**src/rtl/i2c_target_regfile.sv**
```systemverilog
// i2c_target_regfile
//   I2C target on an open-drain SCL/SDA bus. It holds a 16x8 register file
//   reached through a 4-bit pointer. A write transfer loads the pointer and then
//   data bytes. A read transfer returns the addressed bytes. SCL is never driven.
//
// Ports
//   HCLK       system clock
//   HRESET     synchronous reset, active-high
//   scl_i      SCL pad level (asynchronous)
//   sda_i      SDA pad level (asynchronous)
//   sda_oe     1 = pull SDA low
//   wr_pulse   one-cycle strobe when an I2C write updates a register
//   wr_idx     index of that write
//   wr_data    byte of that write
//   loc_idx    local peek index
//   loc_rdata  regfile[loc_idx], combinational
//   busy       addressed transfer in progress
//
// Build option: I2CT_AUTOINC_EN
//   Defined: the pointer advances after each data byte and wraps F -> 0.
//   Undefined: the pointer is held.
//
// state       | meaning
// ------------+----------------------------------------------------------
// S_IDLE      | bus ignored until START
// S_ADDR      | shifting the address byte
// S_ADDR_ACK  | ACKing the address, then branching on R/W
// S_PTR       | shifting and ACKing the pointer byte
// S_WDATA     | shifting, storing and ACKing data bytes
// S_RDATA     | driving regs[ptr], sampling the master ACK
// S_WAIT_STOP | master NACKed; SDA released until STOP or START

module i2c_target_regfile #(
    parameter logic [6:0] DEV_ADDR = 7'h50,
    parameter int         FILT_LEN = 3
) (
    input  logic       HCLK,
    input  logic       HRESET,
    input  logic       scl_i,
    input  logic       sda_i,
    output logic       sda_oe,
    output logic       wr_pulse,
    output logic [3:0] wr_idx,
    output logic [7:0] wr_data,
    input  logic [3:0] loc_idx,
    output logic [7:0] loc_rdata,
    output logic       busy
);

    localparam int CW = (FILT_LEN > 1) ? $clog2(FILT_LEN) : 1;
    localparam logic [CW-1:0] CNT_MAX = CW'(FILT_LEN - 1);

    typedef enum logic [2:0] {
        S_IDLE, S_ADDR, S_ADDR_ACK, S_PTR, S_WDATA, S_RDATA, S_WAIT_STOP
    } state_t;

    // Write side: ACK_WAIT = byte taken, pull low on the next fall;
    //             ACK_HOLD = pulling low, release on the 9th fall.
    // Read side:  ACK_WAIT = released, sample master ACK on the 9th rise;
    //             ACK_HOLD = ACK seen, load the next byte on the 9th fall.
    typedef enum logic [1:0] {PH_BITS, PH_ACK_WAIT, PH_ACK_HOLD} phase_t;

    // Index 0 is SCL, index 1 is SDA.
    logic [1:0]    sync1_q, sync1_d, sync2_q, sync2_d;
    logic [1:0]    filt_q, filt_d, prev_q, prev_d;
    logic [CW-1:0] cnt_q [2];
    logic [CW-1:0] cnt_d [2];

    state_t      state_q, state_d;
    phase_t      phase_q, phase_d;
    logic [2:0]  bit_cnt_q, bit_cnt_d;
    logic [6:0]  shreg_q, shreg_d;
    logic        rw_q, rw_d;
    logic [3:0]  ptr_q, ptr_d;
    logic        busy_q, busy_d;
    logic        sda_oe_q, sda_oe_d;
    logic        wr_pulse_q, wr_pulse_d;
    logic [3:0]  wr_idx_q, wr_idx_d;
    logic [7:0]  wr_data_q, wr_data_d;
    logic [7:0]  regs_q [16];
    logic [7:0]  regs_d [16];

    logic       scl_f, sda_f, scl_rise, scl_fall, start_ev, stop_ev;
    logic [7:0] byte_in;
    logic [3:0] ptr_inc;

`ifdef I2CT_AUTOINC_EN
    assign ptr_inc = ptr_q + 4'd1;
`else
    assign ptr_inc = ptr_q;
`endif

    always_comb begin
        sync1_d = {sda_i, scl_i};
        sync2_d = sync1_q;
        prev_d  = filt_q;
        filt_d  = filt_q;
        for (int i = 0; i < 2; i++) begin
            cnt_d[i] = '0;
            if (sync2_q[i] != filt_q[i]) begin
                if (cnt_q[i] == CNT_MAX) filt_d[i] = sync2_q[i];
                else                     cnt_d[i] = cnt_q[i] + 1'b1;
            end
        end
    end

    assign scl_f    = filt_q[0];
    assign sda_f    = filt_q[1];
    assign scl_rise = scl_f & ~prev_q[0];
    assign scl_fall = ~scl_f & prev_q[0];
    assign start_ev = scl_f & prev_q[0] & prev_q[1] & ~sda_f;
    assign stop_ev  = scl_f & prev_q[0] & ~prev_q[1] & sda_f;
    assign byte_in  = {shreg_q, sda_f};

    always_comb begin
        state_d    = state_q;
        phase_d    = phase_q;
        bit_cnt_d  = bit_cnt_q;
        shreg_d    = shreg_q;
        rw_d       = rw_q;
        ptr_d      = ptr_q;
        busy_d     = busy_q;
        sda_oe_d   = sda_oe_q;
        wr_pulse_d = 1'b0;
        wr_idx_d   = wr_idx_q;
        wr_data_d  = wr_data_q;
        regs_d     = regs_q;

        if (stop_ev) begin
            state_d   = S_IDLE;
            phase_d   = PH_BITS;
            bit_cnt_d = '0;
            busy_d    = 1'b0;
            sda_oe_d  = 1'b0;
        end else if (start_ev) begin
            // The pointer is kept so a repeated-START read follows a pointer write.
            state_d   = S_ADDR;
            phase_d   = PH_BITS;
            bit_cnt_d = '0;
            sda_oe_d  = 1'b0;
        end else begin
            case (state_q)
                S_IDLE: ;
                S_ADDR: begin
                    if (scl_rise) begin
                        shreg_d   = byte_in[6:0];
                        bit_cnt_d = bit_cnt_q + 3'd1;
                        if (bit_cnt_q == 3'd7) begin
                            if (byte_in[7:1] == DEV_ADDR) begin
                                state_d = S_ADDR_ACK;
                                phase_d = PH_ACK_WAIT;
                                rw_d    = byte_in[0];
                                busy_d  = 1'b1;
                            end else begin
                                state_d = S_IDLE;
                                busy_d  = 1'b0;
                            end
                        end
                    end
                end
                S_ADDR_ACK, S_PTR, S_WDATA: begin
                    if (phase_q == PH_BITS) begin
                        if (scl_rise) begin
                            shreg_d   = byte_in[6:0];
                            bit_cnt_d = bit_cnt_q + 3'd1;
                            if (bit_cnt_q == 3'd7) begin
                                phase_d = PH_ACK_WAIT;
                                if (state_q == S_PTR) begin
                                    ptr_d = byte_in[3:0];
                                end else begin
                                    regs_d[ptr_q] = byte_in;
                                    wr_pulse_d    = 1'b1;
                                    wr_idx_d      = ptr_q;
                                    wr_data_d     = byte_in;
                                    ptr_d         = ptr_inc;
                                end
                            end
                        end
                    end else if (scl_fall) begin
                        if (phase_q == PH_ACK_WAIT) begin
                            sda_oe_d = 1'b1;
                            phase_d  = PH_ACK_HOLD;
                        end else begin
                            sda_oe_d  = 1'b0;
                            phase_d   = PH_BITS;
                            bit_cnt_d = '0;
                            if (state_q == S_ADDR_ACK) begin
                                if (rw_q) begin
                                    // First read bit goes out on the same fall that ends the ACK.
                                    state_d  = S_RDATA;
                                    shreg_d  = regs_q[ptr_q][6:0];
                                    sda_oe_d = ~regs_q[ptr_q][7];
                                end else begin
                                    state_d = S_PTR;
                                end
                            end else begin
                                state_d = S_WDATA;
                            end
                        end
                    end
                end
                S_RDATA: begin
                    case (phase_q)
                        PH_BITS: if (scl_fall) begin
                            if (bit_cnt_q == 3'd7) begin
                                sda_oe_d  = 1'b0;
                                phase_d   = PH_ACK_WAIT;
                                bit_cnt_d = '0;
                            end else begin
                                bit_cnt_d = bit_cnt_q + 3'd1;
                                sda_oe_d  = ~shreg_q[6];
                                shreg_d   = {shreg_q[5:0], 1'b0};
                            end
                        end
                        PH_ACK_WAIT: if (scl_rise) begin
                            if (!sda_f) begin
                                ptr_d   = ptr_inc;
                                phase_d = PH_ACK_HOLD;
                            end else begin
                                state_d = S_WAIT_STOP;
                                phase_d = PH_BITS;
                            end
                        end
                        default: if (scl_fall) begin
                            shreg_d   = regs_q[ptr_q][6:0];
                            sda_oe_d  = ~regs_q[ptr_q][7];
                            bit_cnt_d = '0;
                            phase_d   = PH_BITS;
                        end
                    endcase
                end
                S_WAIT_STOP: sda_oe_d = 1'b0;
                default: state_d = S_IDLE;
            endcase
        end
    end

    always_ff @(posedge HCLK) begin
        if (HRESET) begin
            // Line state resets to the idle-high bus level so no false edge is seen.
            sync1_q    <= 2'b11;
            sync2_q    <= 2'b11;
            filt_q     <= 2'b11;
            prev_q     <= 2'b11;
            cnt_q[0]   <= '0;
            cnt_q[1]   <= '0;
            state_q    <= S_IDLE;
            phase_q    <= PH_BITS;
            bit_cnt_q  <= '0;
            shreg_q    <= '0;
            rw_q       <= 1'b0;
            ptr_q      <= '0;
            busy_q     <= 1'b0;
            sda_oe_q   <= 1'b0;
            wr_pulse_q <= 1'b0;
            wr_idx_q   <= '0;
            wr_data_q  <= '0;
            for (int i = 0; i < 16; i++) regs_q[i] <= '0;
        end else begin
            sync1_q    <= sync1_d;
            sync2_q    <= sync2_d;
            filt_q     <= filt_d;
            prev_q     <= prev_d;
            cnt_q      <= cnt_d;
            state_q    <= state_d;
            phase_q    <= phase_d;
            bit_cnt_q  <= bit_cnt_d;
            shreg_q    <= shreg_d;
            rw_q       <= rw_d;
            ptr_q      <= ptr_d;
            busy_q     <= busy_d;
            sda_oe_q   <= sda_oe_d;
            wr_pulse_q <= wr_pulse_d;
            wr_idx_q   <= wr_idx_d;
            wr_data_q  <= wr_data_d;
            regs_q     <= regs_d;
        end
    end

    assign sda_oe    = sda_oe_q;
    assign wr_pulse  = wr_pulse_q;
    assign wr_idx    = wr_idx_q;
    assign wr_data   = wr_data_q;
    assign busy      = busy_q;
    assign loc_rdata = regs_q[loc_idx];

endmodule

```
**config.mk**
```make
export PLATFORM = sky130hd
export DESIGN_NAME = i2c_target_regfile
export DESIGN_NICKNAME = d
export VERILOG_FILES = /design/src/rtl/i2c_target_regfile.sv
export SDC_FILE = /design/constraint.sdc
export NUM_CORES = 1
export LEC_CHECK = 0
export ABC_AREA = 1
export BUFFER_PORTS_ARGS = -buffer_cell sky130_fd_sc_hd__buf_2
export CORE_UTILIZATION = 60
export DETAILED_ROUTE_END_ITERATION = 12
export GPL_ROUTABILITY_DRIVEN = 0
export PLACE_DENSITY = 0.82
export SYNTH_ARGS = -nofsm -noshare
export SYNTH_HDL_FRONTEND = slang
export SYNTH_SLANG_ARGS = --single-unit
```
**constraint.sdc**
```tcl
create_clock -name HCLK -period 4.3 [get_ports HCLK]
set_clock_uncertainty 0.1 [all_clocks]
set_input_delay 0.645 -clock HCLK [delete_from_list [all_inputs] [get_ports HCLK]]
set_output_delay 0.645 -clock HCLK [all_outputs]
set_load 0.05 [all_outputs]
```
== Word level (Yosys, flattened, before mapping) ==
Cells that the tools add are included.

* Logic and storage cells: 200
* Register bits after elaboration: 175

* Muxes and demuxes: 68
* Add/sub/neg operators: 3
* Eq/ne operators: 42
* Bitwise gates (word level): 25
* Order comparisons: 3
* Reduce and logical (&&, ||, !) cells: 24

{| class="wikitable"
|+ Operators with widths
! operator !! count
|-
| $bwmux W128 || 1
|-
| $bmux W8 S4 || 2
|-
| $mux W7 || 9
|-
| $mux W3 || 17
|-
| $ne A3 B3 Y1 const B || 17
|-
| $mux W8 || 5
|-
| $demux W8 S4 || 1
|-
| $reduce_and A9 Y1 || 3
|-
| $mux W2 || 13
|-
| $ne A2 B2 Y1 const B || 11
|-
| $pmux W7 S3 || 1
|-
| $not A1 Y1 || 16
|-
| $pmux W7 S2 || 1
|-
| $reduce_and A7 Y1 || 2
|-
| $eq A3 B3 Y1 const B || 4
|-
| $pmux W3 S4 || 1
|-
| $reduce_or A3 Y1 || 4
|-
| $mux W1 || 11
|-
| $ge A5 B5 Y1 const B || 2
|-
| $not A4 Y5 || 2
|-
| $reduce_and A10 Y1 || 1
|-
| $reduce_and A5 Y1 || 2
|-
| $pmux W3 S3 || 1
|-
| $and A1 B1 Y1 || 7
|-
| 24 further kinds || 31
|}

== Longest topological paths before layout ==
Gate-level depths: netlist (run 1).

* Depth in word-level cells: 11
* Mapped depth: 13

== Least setup slack after synthesis (run 1) ==
OpenSTA, ideal clock, no wires.

* Kind: input-to-output
* Start: input loc_idx[0]
* End: output loc_rdata[4]
* Required time: 3.555 ns
* Stages: 6
* Arrival: 2.061 ns
* Setup slack: 1.494 ns
* Cell sequence: clkbuf_1 > clkbuf_1 > buf_1 > a21oi_1 > o221ai_1 > nand2_1

* Word-level cells in the longest chain between the ends: 4

{| class="wikitable"
|+ RTL lines
! element !! line !! source
|-
| from (decl) || 45 || <nowiki>input logic [3:0] loc_idx,</nowiki>
|-
| $not A4 Y5 (implied by the code) || 285 || <nowiki>assign loc_rdata = regs_q[loc_idx];</nowiki>
|-
| $bmux W8 S4 || 285 ||
|-
| $mux W8 (implied by the code) (2 in series) || 285 ||
|-
| to (decl) || 46 || <nowiki>output logic [7:0] loc_rdata,</nowiki>
|}

No other way between the ends. The select of a mux whose other input is x is not followed.

== Worst setup path after layout (run 1) ==
* Start: input loc_idx[1]
* End: output loc_rdata[4]

Same word-level chain as after synthesis.

==> flow_summary.toml, run 1 <==
[yosys]
synth_top_family_by_area = "compound AO/OA/AOI/OAI gates"
synth-seq-cells = 175
syn_area_per_cell_um2 = 6.60
ys_types = 31
synth_fa_ha_area_frac = 0.00705
yosys.area.top_type = "dfxtp_1"
synth_top_area_frac = 0.395
ys.flop_type = "dfxtp_1"
post-synth-top-count-cell = "o21ai_0"
synth_nets = 1359
async_flop_share = 0
synth_edf_count = 0
synthMuxAreaShare = 0
synth.yosys.seq_area_share = 0.395
synth_area_um2 = 8880
yosys_warnings = 0
synth-xor-area-share = 0
netlist_instances = 1346
synth-simple-area-share = 0.180
synth-compound-area-share = 0.307
synth_area_leaders = "dfxtp_1, o21ai_0, a21oi_1"
synth_commonest_cells = "o21ai_0, a21oi_1, nand2_1"

[timing]
setup_viol = 0
clock.fmax_ghz = 0.312
rsz0062_at_grt = "false"
tns_ns = 0
whs_ns = 0.280
timing.final.crit_share = 0.745
relSlewSlack = 0.249
drv_slew = 0
fin_crit_ns = 3.20
final-hold-violation-count = 0
worst_pin_slew_ns = 1.13

[final_layout]
fin_cells = 1513
fin_nets = 1329
finalInstanceArea_um2 = 9600
n_antenna_cell = 0
syn_to_final_growth_pct = 8.13
nFillCells = 1277
fin_util = 0.663
drive_gt1_frac = 0.0745

[setup_path]
cp-endpoint = "loc_rdata[4]"
cp-end-kind = "primary output"
reg2reg_depth = 9
r2r_end = "regs_q[44]"
crit_start = "loc_idx[1]"
reg2reg_from = "bit_cnt_q[0]"
cp-start-kind = "primary input"
path_class = "primary input to primary output"
required_ns = 3.56
path_max_fanout = 34
worstPathArrival_ns = 2.46
ff2ff_setup_slack_ns = 1.44

[placement]
post-dp-hpwl_um = 17300
io_buffers = 30
place_area_um2 = 8990
placedCellCount = 1481

[clocking]
cts_tree = "yes"
cts_root_buf = "clkbuf_16"
clockBufferDepth = 2
path_clk_slew_ns = 0.07
post_cts_resized = 0
hold_buffers = 0
cts_sinks = 175
cts_buffers = 17
cts_max_level = 4
clk_latency_ns = 0.44
cts_post_setup_buffers_inserted = 0

[detailed_routing]
avgRoutedWirePerCell_um = 17.6
ant_nets = 0
routed_wl_um = 26700
drtIter0Drc = 1111
vias = 9106
viasPerCell = 6.02
drc = 0
drt_pass1_iterations = 6

[floorplanning]
fp.dieH_um = 124
io_pins = 31
initial_utilization = 0.613
rows = 44
die_x_um = 124
die_area_um2 = 15300
core_um2 = 14500

[global_route]
grt_max_degree = 80
grt_use_total = 0.354
grt_pass1_vias = 7719
grt_first_pass_wirelength_um = 40700
antenna_found_initial = 0
grt_overflow = 0

[power_and_ir_drop]
p_leak_nw = 3.62
powerDensity_nw_per_um2 = 357
irDropWorstVdd_v = 0.000314

[job]
drv_cap = 0

[outcome]
status = "finished, final reports clean"

[worst_hold_path]
hold_path_class = "primary input to flip-flop"
## cell usage in the layout, fill, tap and decap left out, drive strengths merged
| cell type | netlist | layout |
|---|---|---|
| a211oi | 2 | 2 |
| a21oi | 240 | 240 |
| a22oi | 13 | 13 |
| and3 | 1 | 1 |
| buf | 28 | 44 |
| bufinv | 0 | 3 |
| clkbuf | 65 | 17 |
| clkinv | 0 | 7 |
| clkinvlp | 0 | 2 |
| dfxtp | 175 | 175 |
| ha | 5 | 5 |
| inv | 159 | 162 |
| nand2 | 229 | 229 |
| nand3 | 27 | 27 |
| nand3b | 1 | 1 |
| nand4 | 3 | 3 |
| nor2 | 118 | 118 |
| nor3 | 5 | 5 |
| o211ai | 2 | 2 |
| o21a | 1 | 1 |
| o21ai | 249 | 249 |
| o21bai | 1 | 1 |
| o221ai | 16 | 16 |
| or2 | 6 | 6 |
## metal layers
metal | GRT usage | up-vias | routed length, um | share of wire
met5 | 0 | - | 0 | 0
met4 | 0.209 | 0 | 1460 | 0.055
met3 | 0.0829 | 110 | 3010 | 0.11
met2 | 0.542 | 552 | 11700 | 0.44
met1 | 0.453 | 4059 | 10500 | 0.39
li1 | - | 4385 | - | -
## state kept, by name, summed over array words and instances (netlist names)
register	cells
regs_q	128
wr_data	8
shreg_q	7
cnt_q	4
ptr_inc	4
wr_idx	4
bit_cnt_q	3
state_q	3
filt_q	2
phase_q	2
prev_q	2
sync1_q	2
sync2_q	2
busy	1
rw_q	1
sda_oe	1
wr_pulse	1
## through the flow
| stage | power, mW | setup slack [ns] |
|---|---|---|
| CTS | 3.42 | 1.21 |
| floorplan | 1.80 | 1.49 |
| finish | 3.42 | 1.10 |
| global placement | 1.84 | 1.28 |
| detailed placement | 1.84 | 1.25 |
| global route | 3.51 | 1.04 |
## worst min-delay path by stage
stage / start / endpoint / slack (ns) / depth (start not counted)
after floorplan: sync1_q[0] / sync2_q[0] / 0.29 / 1
after detailed placement: sync1_q[1] / sync2_q[1] / 0.30 / 1
final: sda_i / sync1_q[1] / 0.28 / 2
after CTS: sda_i / sync1_q[1] / 0.27 / 2
after global placement: sync1_q[1] / sync2_q[1] / 0.29 / 1
after global routing: scl_i / sync1_q[0] / 0.27 / 2
## layout make-up
| class | count | area, um^2 | share of cell area |
|---|---|---|---|
| multi-input combinational | 919 | 4390 | 0.457 |
| sequential | 175 | 3500 | 0.365 |
| inverter | 159 | 598 | 0.0623 |
| clock buffer | 17 | 425 | 0.0443 |
| timing repair buffer | 44 | 270 | 0.0281 |
| tap | 184 | 230 | 0.0240 |
| clock inverter | 15 | 184 | 0.0192 |
## logic make-up after synthesis
logic type	count (synthesis)
compound gates	524
fa+ha+maj	5
buf+inv	252
flops	175
simple gates	390
## worst max-delay path, cell delays in order
cell and delay (ns):
buf_2 0.51, inv_1 0.35, o21ai_0 0.33, o221ai_1 0.15, nand2_1 0.18, buf_2 0.28
## power by group
group | internal (mW) | switching [mW]
Sequential | 1.62 | 0.00317
Combinational | 0.0486 | 0.133
Clock | 0.922 | 0.693
Power figures use the tool's default switching activity.
==> inputs of run 2 (changes only) <==
--- a/config.mk
+++ b/config.mk
@@ -7,10 +7,10 @@
 export LEC_CHECK = 0
 export ABC_AREA = 1
 export BUFFER_PORTS_ARGS = -buffer_cell sky130_fd_sc_hd__buf_2
-export CORE_UTILIZATION = 60
+export CORE_UTILIZATION = 56
 export DETAILED_ROUTE_END_ITERATION = 12
 export GPL_ROUTABILITY_DRIVEN = 0
-export PLACE_DENSITY = 0.82
+export PLACE_DENSITY = 0.81
 export SYNTH_ARGS = -nofsm -noshare
 export SYNTH_HDL_FRONTEND = slang
 export SYNTH_SLANG_ARGS = --single-unit
==> constraint.sdc (replaced) <==
create_clock -name HCLK -period 2.68 [get_ports HCLK]
set_clock_uncertainty 0.1 [all_clocks]
set_input_delay 0.402 -clock HCLK [delete_from_list [all_inputs] [get_ports HCLK]]
set_output_delay 0.402 -clock HCLK [all_outputs]
set_load 0.05 [all_outputs]
==> flow_summary.toml, run 2 (synthesized netlist as in run 1, its figures left out) <==
[outcome]
status = "finished, final reports clean"

[clocking]
post_cts_resized = 0
cts_buffers = 17
cts_root_buf = "clkbuf_16"
cts_tree = "yes"
cts_max_level = 4
cts_post_setup_buffers_inserted = 0
hold_buffers = 0
clk_latency_ns = 0.44
clockBufferDepth = 2
cts_sinks = 175
path_clk_slew_ns = 0.07

[global_route]
grt_first_pass_wirelength_um = 42300
grt_pass1_vias = 8131
antenna_found_initial = 0
grt_use_total = 0.334
grt_max_degree = 143
grt_overflow = 0

[job]
drv_cap = 0

[floorplanning]
initial_utilization = 0.580
io_pins = 31
die_x_um = 128
fp.dieH_um = 128
die_area_um2 = 16400
rows = 45
core_um2 = 15300

[setup_path]
reg2reg_depth = 9
cp-end-kind = "flip-flop"
cp-start-kind = "flip-flop"
r2r_end = "regs_q[32]"
ff2ff_setup_slack_ns = 0.08
crit_start = "bit_cnt_q[0]"
path_max_fanout = 16
worstPathArrival_ns = 2.81
path_class = "flip-flop to flip-flop"
required_ns = 2.88
cp-endpoint = "regs_q[32]"
reg2reg_from = "bit_cnt_q[0]"

[timing]
rsz0062_at_grt = "true"
setup_viol = 0
tns_ns = 0
clock.fmax_ghz = 0.384
final.setup.worst_slack_ns = 0.0761
worst_pin_slew_ns = 0.710
timing.final.crit_share = 0.972
relSlewSlack = 0.526
final-hold-violation-count = 0
fin_crit_ns = 2.60
drv_slew = 0

[detailed_routing]
ant_nets = 0
drt_pass1_iterations = 6
vias = 9184
avgRoutedWirePerCell_um = 17.1
drtIter0Drc = 1118
drc = 0
routed_wl_um = 26800
viasPerCell = 5.85

[power_and_ir_drop]
p_total_mw = 5.65
powerDensity_nw_per_um2 = 569
p_leak_nw = 3.78
irDropWorstVdd_v = 0.000503

[final_layout]
multi_input_area_um2 = 4390
nFillCells = 1374
n_antenna_cell = 0
finalInstanceArea_um2 = 9930
syn_to_final_growth_pct = 11.8
top_register = "regs_q"
drive_gt1_frac = 0.0943
largest_reg_flops = 128
layout_commonest_cell = "o21ai_0"
seqCellArea_um2 = 3500
fin_nets = 1358
final_cell_mix = "o21ai_0, a21oi_1, nand2_1, dfxtp_1, inv_1"
fin_util = 0.648

[worst_hold_path]
hold_path_class = "primary input to flip-flop"

[placement]
io_buffers = 30
pre_cts_slack_ns = 0.204
post-dp-hpwl_um = 17300
place_area_um2 = 9280
run 2: changes by cell type in the layout (fill, tap and decap cells not counted), sizes merged:
cell	change
bufinv	+1
clkinv	-2
inv	-3
clkbuf	+3
buf	+29
clkinvlp	+1
run 2: cell type report:
class                   count  area share
clock inverters            12      0.0184
flip-flops and latches    175       0.353
well taps                 211      0.0266
repair buffers             73      0.0529
inverters                 159      0.0602
multi-input cells         919       0.442
clock buffers              20      0.0470
run 2: per-layer routing:
metal | vias up | global-route usage | wire length (um)
met4 | 0 | 0.164 | 1200
met2 | 512 | 0.541 | 12400
li1 | 4442 | - | -
met3 | 103 | 0.0697 | 2550
met5 | - | 0 | 0
met1 | 4127 | 0.422 | 10700
run 2: worst min-delay path by stage:
| stage | start | to | cells after the start |
|---|---|---|---|
| 4_1_cts | scl_i | sync1_q[0] | 2 |
| 6_report | scl_i | sync1_q[0] | 2 |
| 3_3_place_gp | sync1_q[1] | sync2_q[1] | 1 |
| 2_1_floorplan | sync1_q[0] | sync2_q[0] | 1 |
| 3_5_place_dp | sync1_q[1] | sync2_q[1] | 1 |
| 5_1_grt | scl_i | sync1_q[0] | 2 |
run 2: worst max-delay path: stages, from the launching register on:
cell and delay [ns]:
dfxtp_1 0.35, ha_1 0.19, ha_1 0.18, inv_1 0.08, nor2_2 0.19, nand4_4 0.19
nor2_1 0.36, nand2_1 0.41, o21ai_0 0.31, a21oi_1 0.09
run 2: power breakdown:
| part | switching [mW] | leakage [nW] | internal, mW |
|---|---|---|---|
| clock network | 1.08 | 0.309 | 1.64 |
| logic | 0.229 | 2.06 | 0.0928 |
| registers | 0.00237 | 1.41 | 2.60 |
| total | 1.31 | 3.78 | 4.34 |
run 2: per-stage QoR:
step	cells	hold WS (ns)
after detailed placement	1537	0.293
after global placement	1537	0.295
after floorplan	1346	0.289
after CTS	1569	0.0386
final	1569	0.0467
after global routing	1569	0.0413
